<file path="src/rtl/dsp_post_adder_acc_pkg.sv">
// Shared constants for the DSP48A1 post-adder/accumulator slice.
package dsp48a1_pkg;

    // Default datapath widths
    localparam int M_WIDTH_DEF = 36;
    localparam int P_WIDTH_DEF = 48;
    localparam int OPM_W       = 8;

    // Opmode bit positions
    localparam int OPM_SUB = 7;
    localparam int OPM_CIN = 5;

    // X operand select, opmode[1:0], positioned so they can be OR-ed into an opmode byte
    localparam logic [OPM_W-1:0] X_ZERO = 8'h00;
    localparam logic [OPM_W-1:0] X_M    = 8'h01;
    localparam logic [OPM_W-1:0] X_P    = 8'h02;
    localparam logic [OPM_W-1:0] X_DAB  = 8'h03;

    // Z operand select, opmode[3:2], positioned likewise
    localparam logic [OPM_W-1:0] Z_ZERO = 8'h00;
    localparam logic [OPM_W-1:0] Z_PCIN = 8'h04;
    localparam logic [OPM_W-1:0] Z_P    = 8'h08;
    localparam logic [OPM_W-1:0] Z_C    = 8'h0C;

endpackage

</file>
<file path="src/rtl/dsp_post_adder_acc_if.sv">
// Operand/control/result bundle of the post-adder stage.
interface dsp_post_adder_acc_if
    import dsp48a1_pkg::*;
#(
    parameter int M_WIDTH = M_WIDTH_DEF,
    parameter int P_WIDTH = P_WIDTH_DEF
);
    logic                 ce_opmode;
    logic                 ce_carryin;
    logic                 ce_p;
    logic [OPM_W-1:0]     opmode;
    logic [M_WIDTH-1:0]   m;
    logic [P_WIDTH-1:0]   dab;
    logic [P_WIDTH-1:0]   c;
    logic [P_WIDTH-1:0]   pcin;
    logic                 carryin;
    logic                 in_valid;
    logic [P_WIDTH-1:0]   p;
    logic [P_WIDTH-1:0]   pcout;
    logic                 carryout;
    logic                 carryoutf;
    logic                 out_valid;

    modport master (
        output ce_opmode, ce_carryin, ce_p, opmode, m, dab, c, pcin, carryin, in_valid,
        input  p, pcout, carryout, carryoutf, out_valid
    );

    modport slave (
        input  ce_opmode, ce_carryin, ce_p, opmode, m, dab, c, pcin, carryin, in_valid,
        output p, pcout, carryout, carryoutf, out_valid
    );
endinterface

</file>
<file path="src/rtl/dsp_post_adder_acc_reg_n.sv">
// Enabled register with asynchronous active-low clear; BYPASS=1 makes it a wire.
module dsp_reg_n #(
    parameter int WIDTH  = 1,
    parameter bit BYPASS = 1'b0
) (
    input  logic             clk,
    input  logic             rst_n,
    input  logic             en,
    input  logic [WIDTH-1:0] d,
    output logic [WIDTH-1:0] q
);
    generate
        if (BYPASS) begin : g_bypass
            assign q = d;
            // Clock, clear and enable have no function in the bypassed form
            logic unused_ctrl;
            assign unused_ctrl = ^{clk, rst_n, en};
        end else begin : g_reg
            logic [WIDTH-1:0] data_d;
            logic [WIDTH-1:0] data_q;

            // Next state: load when enabled, otherwise hold
            always_comb begin
                data_d = data_q;
                if (en) begin
                    data_d = d;
                end
            end

            // State register; clear overrides the enable
            always_ff @(posedge clk or negedge rst_n) begin
                if (!rst_n) begin
                    data_q <= '0;
                end else begin
                    data_q <= data_d;
                end
            end

            assign q = data_q;
        end
    endgenerate
endmodule

</file>
<file path="src/rtl/dsp_post_adder_acc.sv">
// DSP48A1 post-adder/accumulator: X/Z operand select, add/sub with carry-in, P register.
module dsp_post_adder_acc
    import dsp48a1_pkg::*;
#(
    parameter int PREG       = 1,
    parameter int OPMODEREG  = 1,
    parameter int CARRYINREG = 1,
    parameter     CARRYINSEL = "OPMODE5",
    parameter int M_WIDTH    = M_WIDTH_DEF,
    parameter int P_WIDTH    = P_WIDTH_DEF
) (
    input logic                 clk,
    input logic                 rst_n,
    dsp_post_adder_acc_if.slave bus
);
    localparam bit USE_CIN_PORT = (CARRYINSEL == "CARRYIN");
    localparam int GRP_W        = P_WIDTH + 2;

    logic [OPM_W-1:0]   opmode_eff;
    logic               cin_sel;
    logic               cin_eff;
    logic [P_WIDTH-1:0] p_fb;
    logic [P_WIDTH-1:0] x_op;
    logic [P_WIDTH-1:0] z_op;
    logic [P_WIDTH:0]   sum;
    logic [GRP_W-1:0]   p_grp_d;
    logic [GRP_W-1:0]   p_grp_q;

    // Unsigned add or subtract at P_WIDTH+1 bits; the top bit is carry (add) or borrow (sub)
    function automatic logic [P_WIDTH:0] post_add(
        input logic [P_WIDTH-1:0] z,
        input logic [P_WIDTH-1:0] x,
        input logic               cin,
        input logic               sub
    );
        logic [P_WIDTH:0] z_ext;
        logic [P_WIDTH:0] x_ext;
        z_ext = {1'b0, z};
        x_ext = {1'b0, x} + {{P_WIDTH{1'b0}}, cin};
        return sub ? (z_ext - x_ext) : (z_ext + x_ext);
    endfunction

    // Opmode arrives one cycle ahead of its data, matching the upstream M register
    dsp_reg_n #(.WIDTH(OPM_W), .BYPASS(OPMODEREG == 0)) u_opmode_reg (
        .clk   (clk),
        .rst_n (rst_n),
        .en    (bus.ce_opmode),
        .d     (bus.opmode),
        .q     (opmode_eff)
    );

    // Carry-in source is chosen before the register so it stays aligned with opmode
    assign cin_sel = USE_CIN_PORT ? bus.carryin : bus.opmode[OPM_CIN];

    dsp_reg_n #(.WIDTH(1), .BYPASS(CARRYINREG == 0)) u_cin_reg (
        .clk   (clk),
        .rst_n (rst_n),
        .en    (bus.ce_carryin),
        .d     (cin_sel),
        .q     (cin_eff)
    );

    // Feedback only exists when P is registered; unregistered it would form a loop
    generate
        if (PREG != 0) begin : g_fb
            assign p_fb = p_grp_q[P_WIDTH-1:0];
        end else begin : g_no_fb
            assign p_fb = '0;
        end
    endgenerate

    // X and Z operand multiplexers
    always_comb begin
        x_op = '0;
        case (opmode_eff[1:0])
            X_M[1:0]:   x_op = {{(P_WIDTH-M_WIDTH){1'b0}}, bus.m};
            X_P[1:0]:   x_op = p_fb;
            X_DAB[1:0]: x_op = bus.dab;
            default:    x_op = '0;
        endcase
        z_op = '0;
        case (opmode_eff[3:2])
            Z_PCIN[3:2]: z_op = bus.pcin;
            Z_P[3:2]:    z_op = p_fb;
            Z_C[3:2]:    z_op = bus.c;
            default:     z_op = '0;
        endcase
    end

    // Post-adder and P-stage input group {out_valid, carryout, p}
    always_comb begin
        sum     = post_add(z_op, x_op, cin_eff, opmode_eff[OPM_SUB]);
        p_grp_d = {bus.in_valid, sum};
    end

    // P stage: result, carry-out and valid move together under ce_p
    dsp_reg_n #(.WIDTH(GRP_W), .BYPASS(PREG == 0)) u_p_reg (
        .clk   (clk),
        .rst_n (rst_n),
        .en    (bus.ce_p),
        .d     (p_grp_d),
        .q     (p_grp_q)
    );

    assign bus.p         = p_grp_q[P_WIDTH-1:0];
    assign bus.pcout     = p_grp_q[P_WIDTH-1:0];
    assign bus.carryout  = p_grp_q[P_WIDTH];
    assign bus.carryoutf = p_grp_q[P_WIDTH];
    assign bus.out_valid = p_grp_q[P_WIDTH+1];

    // Opmode bits 4 and 6 are reserved; one of the two carry-in sources is always idle
    logic unused_inputs;
    assign unused_inputs = ^{opmode_eff[6], opmode_eff[4], bus.opmode[OPM_CIN], bus.carryin};

endmodule

</file>
<file path="src/flat_wrapper.sv">
// flat-port wrapper written by rule: the top's interface ports become plain ports
module dsp_post_adder_acc_flat import dsp48a1_pkg::*;
#(
    parameter int PREG       = 1,
    parameter int OPMODEREG  = 1,
    parameter int CARRYINREG = 1,
    parameter     CARRYINSEL = "       ",
    parameter int M_WIDTH    = M_WIDTH_DEF,
    parameter int P_WIDTH    = P_WIDTH_DEF
)
  (clk, rst_n, bus_ce_opmode, bus_ce_carryin, bus_ce_p, bus_opmode, bus_m, bus_dab, bus_c, bus_pcin, bus_carryin, bus_in_valid, bus_p, bus_pcout, bus_carryout, bus_carryoutf, bus_out_valid);
  dsp_post_adder_acc_if #(.M_WIDTH(M_WIDTH), .P_WIDTH(P_WIDTH)) bus_i ();
  input logic clk;
  input logic rst_n;
  input wire logic [$bits(bus_i.ce_opmode)-1:0] bus_ce_opmode;
  input wire logic [$bits(bus_i.ce_carryin)-1:0] bus_ce_carryin;
  input wire logic [$bits(bus_i.ce_p)-1:0] bus_ce_p;
  input wire logic [$bits(bus_i.opmode)-1:0] bus_opmode;
  input wire logic [$bits(bus_i.m)-1:0] bus_m;
  input wire logic [$bits(bus_i.dab)-1:0] bus_dab;
  input wire logic [$bits(bus_i.c)-1:0] bus_c;
  input wire logic [$bits(bus_i.pcin)-1:0] bus_pcin;
  input wire logic [$bits(bus_i.carryin)-1:0] bus_carryin;
  input wire logic [$bits(bus_i.in_valid)-1:0] bus_in_valid;
  output wire logic [$bits(bus_i.p)-1:0] bus_p;
  output wire logic [$bits(bus_i.pcout)-1:0] bus_pcout;
  output wire logic [$bits(bus_i.carryout)-1:0] bus_carryout;
  output wire logic [$bits(bus_i.carryoutf)-1:0] bus_carryoutf;
  output wire logic [$bits(bus_i.out_valid)-1:0] bus_out_valid;
  assign bus_i.ce_opmode = bus_ce_opmode;
  assign bus_i.ce_carryin = bus_ce_carryin;
  assign bus_i.ce_p = bus_ce_p;
  assign bus_i.opmode = bus_opmode;
  assign bus_i.m = bus_m;
  assign bus_i.dab = bus_dab;
  assign bus_i.c = bus_c;
  assign bus_i.pcin = bus_pcin;
  assign bus_i.carryin = bus_carryin;
  assign bus_i.in_valid = bus_in_valid;
  assign bus_p = bus_i.p;
  assign bus_pcout = bus_i.pcout;
  assign bus_carryout = bus_i.carryout;
  assign bus_carryoutf = bus_i.carryoutf;
  assign bus_out_valid = bus_i.out_valid;
  dsp_post_adder_acc #(.PREG(PREG), .OPMODEREG(OPMODEREG), .CARRYINREG(CARRYINREG), .CARRYINSEL(CARRYINSEL), .M_WIDTH(M_WIDTH), .P_WIDTH(P_WIDTH)) u_core (.clk(clk), .rst_n(rst_n), .bus(bus_i));
endmodule
</file>
<file path="config.mk">
export PLATFORM = sky130hd
export DESIGN_NAME = dsp_post_adder_acc_flat
export DESIGN_NICKNAME = d
export VERILOG_FILES = /design/src/rtl/dsp_post_adder_acc_pkg.sv /design/src/rtl/dsp_post_adder_acc_if.sv /design/src/rtl/dsp_post_adder_acc_reg_n.sv /design/src/rtl/dsp_post_adder_acc.sv /design/src/flat_wrapper.sv
export SDC_FILE = /design/constraint.sdc
export NUM_CORES = 1
export LEC_CHECK = 0
export ABC_AREA = 0
export CORE_UTILIZATION = 31
export CTS_BUF_LIST = sky130_fd_sc_hd__clkbuf_8
export CTS_CLUSTER_SIZE = 10
export DETAILED_ROUTE_END_ITERATION = 12
export GPL_TIMING_DRIVEN = 0
export SKIP_LAST_GASP = 1
export SYNTH_ARGS = -nofsm -noshare
export SYNTH_HDL_FRONTEND = slang
export SYNTH_SLANG_ARGS = --single-unit
export TNS_END_PERCENT = 30
</file>
<file path="constraint.sdc">
create_clock -name clk -period 7.25 [get_ports clk]
set_clock_uncertainty 0.2 [all_clocks]
set_input_delay 1.45 -clock clk [delete_from_list [all_inputs] [get_ports clk]]
set_output_delay 1.45 -clock clk [all_outputs]
set_load 0.1 [all_outputs]
</file>
==> summary.md <==
| Metric | Value |
|---|---|
| Status | `finished with violations` |
| Failing checks | `negative setup slack` |
| Die W | `approximately 180 um` |
| #FFs+latches synth | `56` |
| Seq/Total Area, Yosys | `0.145` |
| Highest routed layer | `met4` |
| Clock root buffer | `clkbuf_8` |
| Top-area cell type share of the netlist area | `0.145` |
| Max Cap Viol | `0` |
| Routed len/inst | `21.8 um` |
| Post-synth top cells | `mux2_2 (108), xnor2_1 (91), a21oi_1 (84)` |
| Total CTS buffers | `5` |
| Critical Path AT | `7.41 ns` |
| Critical Setup Path Class | `input pin to flip-flop` |
| Mapped Area | `9640 um2` |
| Endpoint class of the critical path | `flip-flop` |
| Min cycle time layout | `around 7.4 ns` |
| GP Congestion | `0.938` |
| Pwr Density | `436 nW/um2` |
| Netlist cell types | `72` |
| Worst reg-to-reg setup slack | `0 ns` |
| # DRC | `0` |
| Worst EP required | `roughly 7.3 ns` |
| Layout filler cell count | `between 2000 and 3000` |
| CORE AREA | `between 30000 and 40000 um2` |
| I/O pin total | `a little under 300` |
| H-tree levels | `2` |
| Worst reg2reg path depth | `33` |
| First-pass GRT wire length | `62.6 mm` |
| Routed wl met2 | `19.6 mm` |
| RSZ-0062 raised after global routing | `yes` |
| Max frequency | `roughly 140 MHz` |
| Avg Inst Size Synth | `8.10 um2` |
| Layout cells sized above 1 | `0.276` |
| Slew Viols, Final | `0` |
| Vias/cell | `5.62` |
| Largest net degree at the start of global routing | `31` |
| Wire length on met3 | `3.41 mm` |
| All-layer global routing usage | `0.262` |
| Top-count cell post-synth | `mux2_2` |
| Synth Flop Type | `dfrtp_1` |
| Syn Nets | `1437` |
| DP HPWL | `about 33 mm` |
| Vias in the first global route | `10600` |
| Non-filler cells, final | `1993` |
| Hold_buf cts | `0` |
| Worst setup SP type | `input pin` |
| Worst Path Max Fanout | `5` |
| Post-layout util | `0.493` |
| Worst vdd rail ir drop | `0.000314 V` |
| Worst reg2reg startpoint | `u_core.u_opmode_reg.q[0]` |
| Worst Hold Class | `flip-flop to flip-flop` |
| CP endpoint | `u_core.u_p_reg.q[47]` |
| Initial antenna violation count | `0` |
| Met1 Wirelength | `18.8 mm` |
| Setup crit start | `bus_dab[8]` |
| Std-Cell Rows | `64` |
| Post-synth EDFFs | `0` |
| GRT overflow | `0` |
| DRT iter0 DRCs | `845` |
| Inst Count DP | `approximately 1900` |
| Ys async rst share | `1.00` |
| Worst-Skew Late Latency | `0.37 ns` |
| Clk sinks | `56` |
| Final nets | `1843` |
| Max-slew headroom | `0.326` |
| LEAKAGE | `6.06 nW` |
| CTS tree | `done` |
| Final worst-path cycle share | `1.01` |
| Post-Synthesis Cells | `1190` |
| Vias | `11200` |
| Final Hold Fails | `0` |
| Fin worst setup slack | `-0.105 ns` |
| Final Setup Violations | `4` |
| Top post-synthesis cells by area | `dfrtp_1 (15%), mux2_2 (13%), xnor2_1 (8.3%), ha_1 (6.6%), a22o_1 (5.2%)` |
| Pin slew with the least headroom to its limit | `~1 ns` |
| Initial cell density of the core | `0.315` |
| Area Growth Syn to Fin | `56.5%` |
| Die area | `31800 um2` |
| Yosys top cell by area | `dfrtp_1` |
| Max Buffers Root-to-Sink | `2` |
| FF-to-FF End | `u_core.u_p_reg.q[47]` |
| Antenna Violating Nets Remaining | `0` |
| Final wirelength | `43.5 mm` |
| Die Y-Extent | `178 um` |
| DRT Pass-1 Iters | `7` |
| Ant. Diodes | `0` |
| Reg clk slew, reported paths | `0.14 ns` |
| Final Hold Slack | `0.328 ns` |
| Synthesis warning total | `0` |
| I/O Buffers | `288` |
==> flip-flops by register name, summed over array words and instances, names as in the netlist <==
signal                 count
u_core.u_p_reg.q          50
u_core.u_cin_reg.q         1
u_core.u_opmode_reg.q      5
==> metrics by stage <==
stage	total power [mW]	cell area (um2)	setup slack, ns	setup TNS (ns)
after floorplan	4.62	9650	0.0784	0
after global placement	5.77	13000	-2.81	-58.44
after detailed placement	5.80	13000	-2.89	-61.33
after CTS	6.35	14300	-0.0263	-0.0263
after global routing	6.90	15100	-0.133	-0.634
final	6.59	15100	-0.105	-0.261
==> worst min path at each step <==
stage | start | end | slack (ns) | depth (start not counted)
finish | u_core.u_p_reg.q[49] | u_core.u_p_reg.q[49] | 0.33 | 1
global route | u_core.u_p_reg.q[49] | u_core.u_p_reg.q[49] | 0.36 | 1
CTS | u_core.u_p_reg.q[49] | u_core.u_p_reg.q[49] | 0.34 | 1
detailed placement | u_core.u_p_reg.q[49] | u_core.u_p_reg.q[49] | 0.30 | 1
global placement | u_core.u_p_reg.q[49] | u_core.u_p_reg.q[49] | 0.30 | 1
floorplan | u_core.u_cin_reg.q | u_core.u_cin_reg.q | 0.29 | 1
==> routing by layer <==
layer	global-route usage	up-vias
met5	0	-
met1	0.353	5372
met4	0.113	0
met3	0.0367	84
met2	0.414	513
li1	-	5231
==> timing repair <==
action,in CTS,in global routing
gates resized for setup,166,103
setup buffers,57,59
setup endpoints to repair,37,16
hold endpoints to repair,0,0
pin swaps,59,74
==> cell type report <==
class,instances,area [um2],share of cell area
multi-input cells,997,8350,0.553
repair buffers,405,3810,0.253
clock inverters,3,46.3,0.00307
clock buffers,5,68.8,0.00456
inverters,26,101,0.00671
well taps,396,495,0.0328
flip-flops and latches,56,1400,0.0928
plain buffers,105,817,0.0541
==> report_power, final <==
| group | internal [mW] | total, mW | switching, mW |
|---|---|---|---|
| registers | 0.460 | 0.718 | 0.258 |
| clock network | 0.105 | 0.243 | 0.138 |
| logic | 1.97 | 5.63 | 3.65 |
| total | 2.54 | 6.59 | 4.05 |
==> layout by cell type, fill, tap and decap left out, drive strengths merged, types with 25 or more instances in the layout <==
cell type / n
inv: 26
nand3: 30
nor2: 54
a21o: 31
nor3: 25
o21ai: 47
xnor2: 91
xor2: 45
clkdlybuf4s50: 273
ha: 51
a21oi: 84
mux2: 112
buf: 193
a22o: 57
nand2: 74
dfrtp: 56
clkbuf: 43
==> critical path, cell delays in order <==
cell and delay (ns):
clkdlybuf4s50_1 0.46, mux2i_1 0.16, a21oi_2 0.32, nand4_1 0.22, buf_4 0.21, nor4_1 0.41
xnor2_1 0.25, o311a_1 0.28, and2_1 0.18, a21oi_1 0.09, xor2_1 0.19, ha_1 0.40
nand4_1 0.23, nor4_4 0.35, o2111ai_2 0.27, nand3_4 0.17, a311oi_4 0.12, o31a_1 0.41
o31ai_2 0.27, a21o_1 0.24, buf_12 0.12, a31oi_4 0.09, o21ai_2 0.22, o31ai_2 0.08
a41o_1 0.21
==> kinds of logic (layout without fill, tap and decap cells) <==
kind of cell / Yosys count / count (layout) / share of synthesized area
xor+xnor: 136 / 136 / 0.124
fa+ha+maj: 52 / 52 / 0.0682
compound gates: 343 / 343 / 0.246
simple gates: 330 / 330 / 0.185
flops: 56 / 56 / 0.145
buf+inv: 137 / 544 / 0.0767
mux: 136 / 136 / 0.156
No activity file was read; power rests on OpenSTA's default activity.
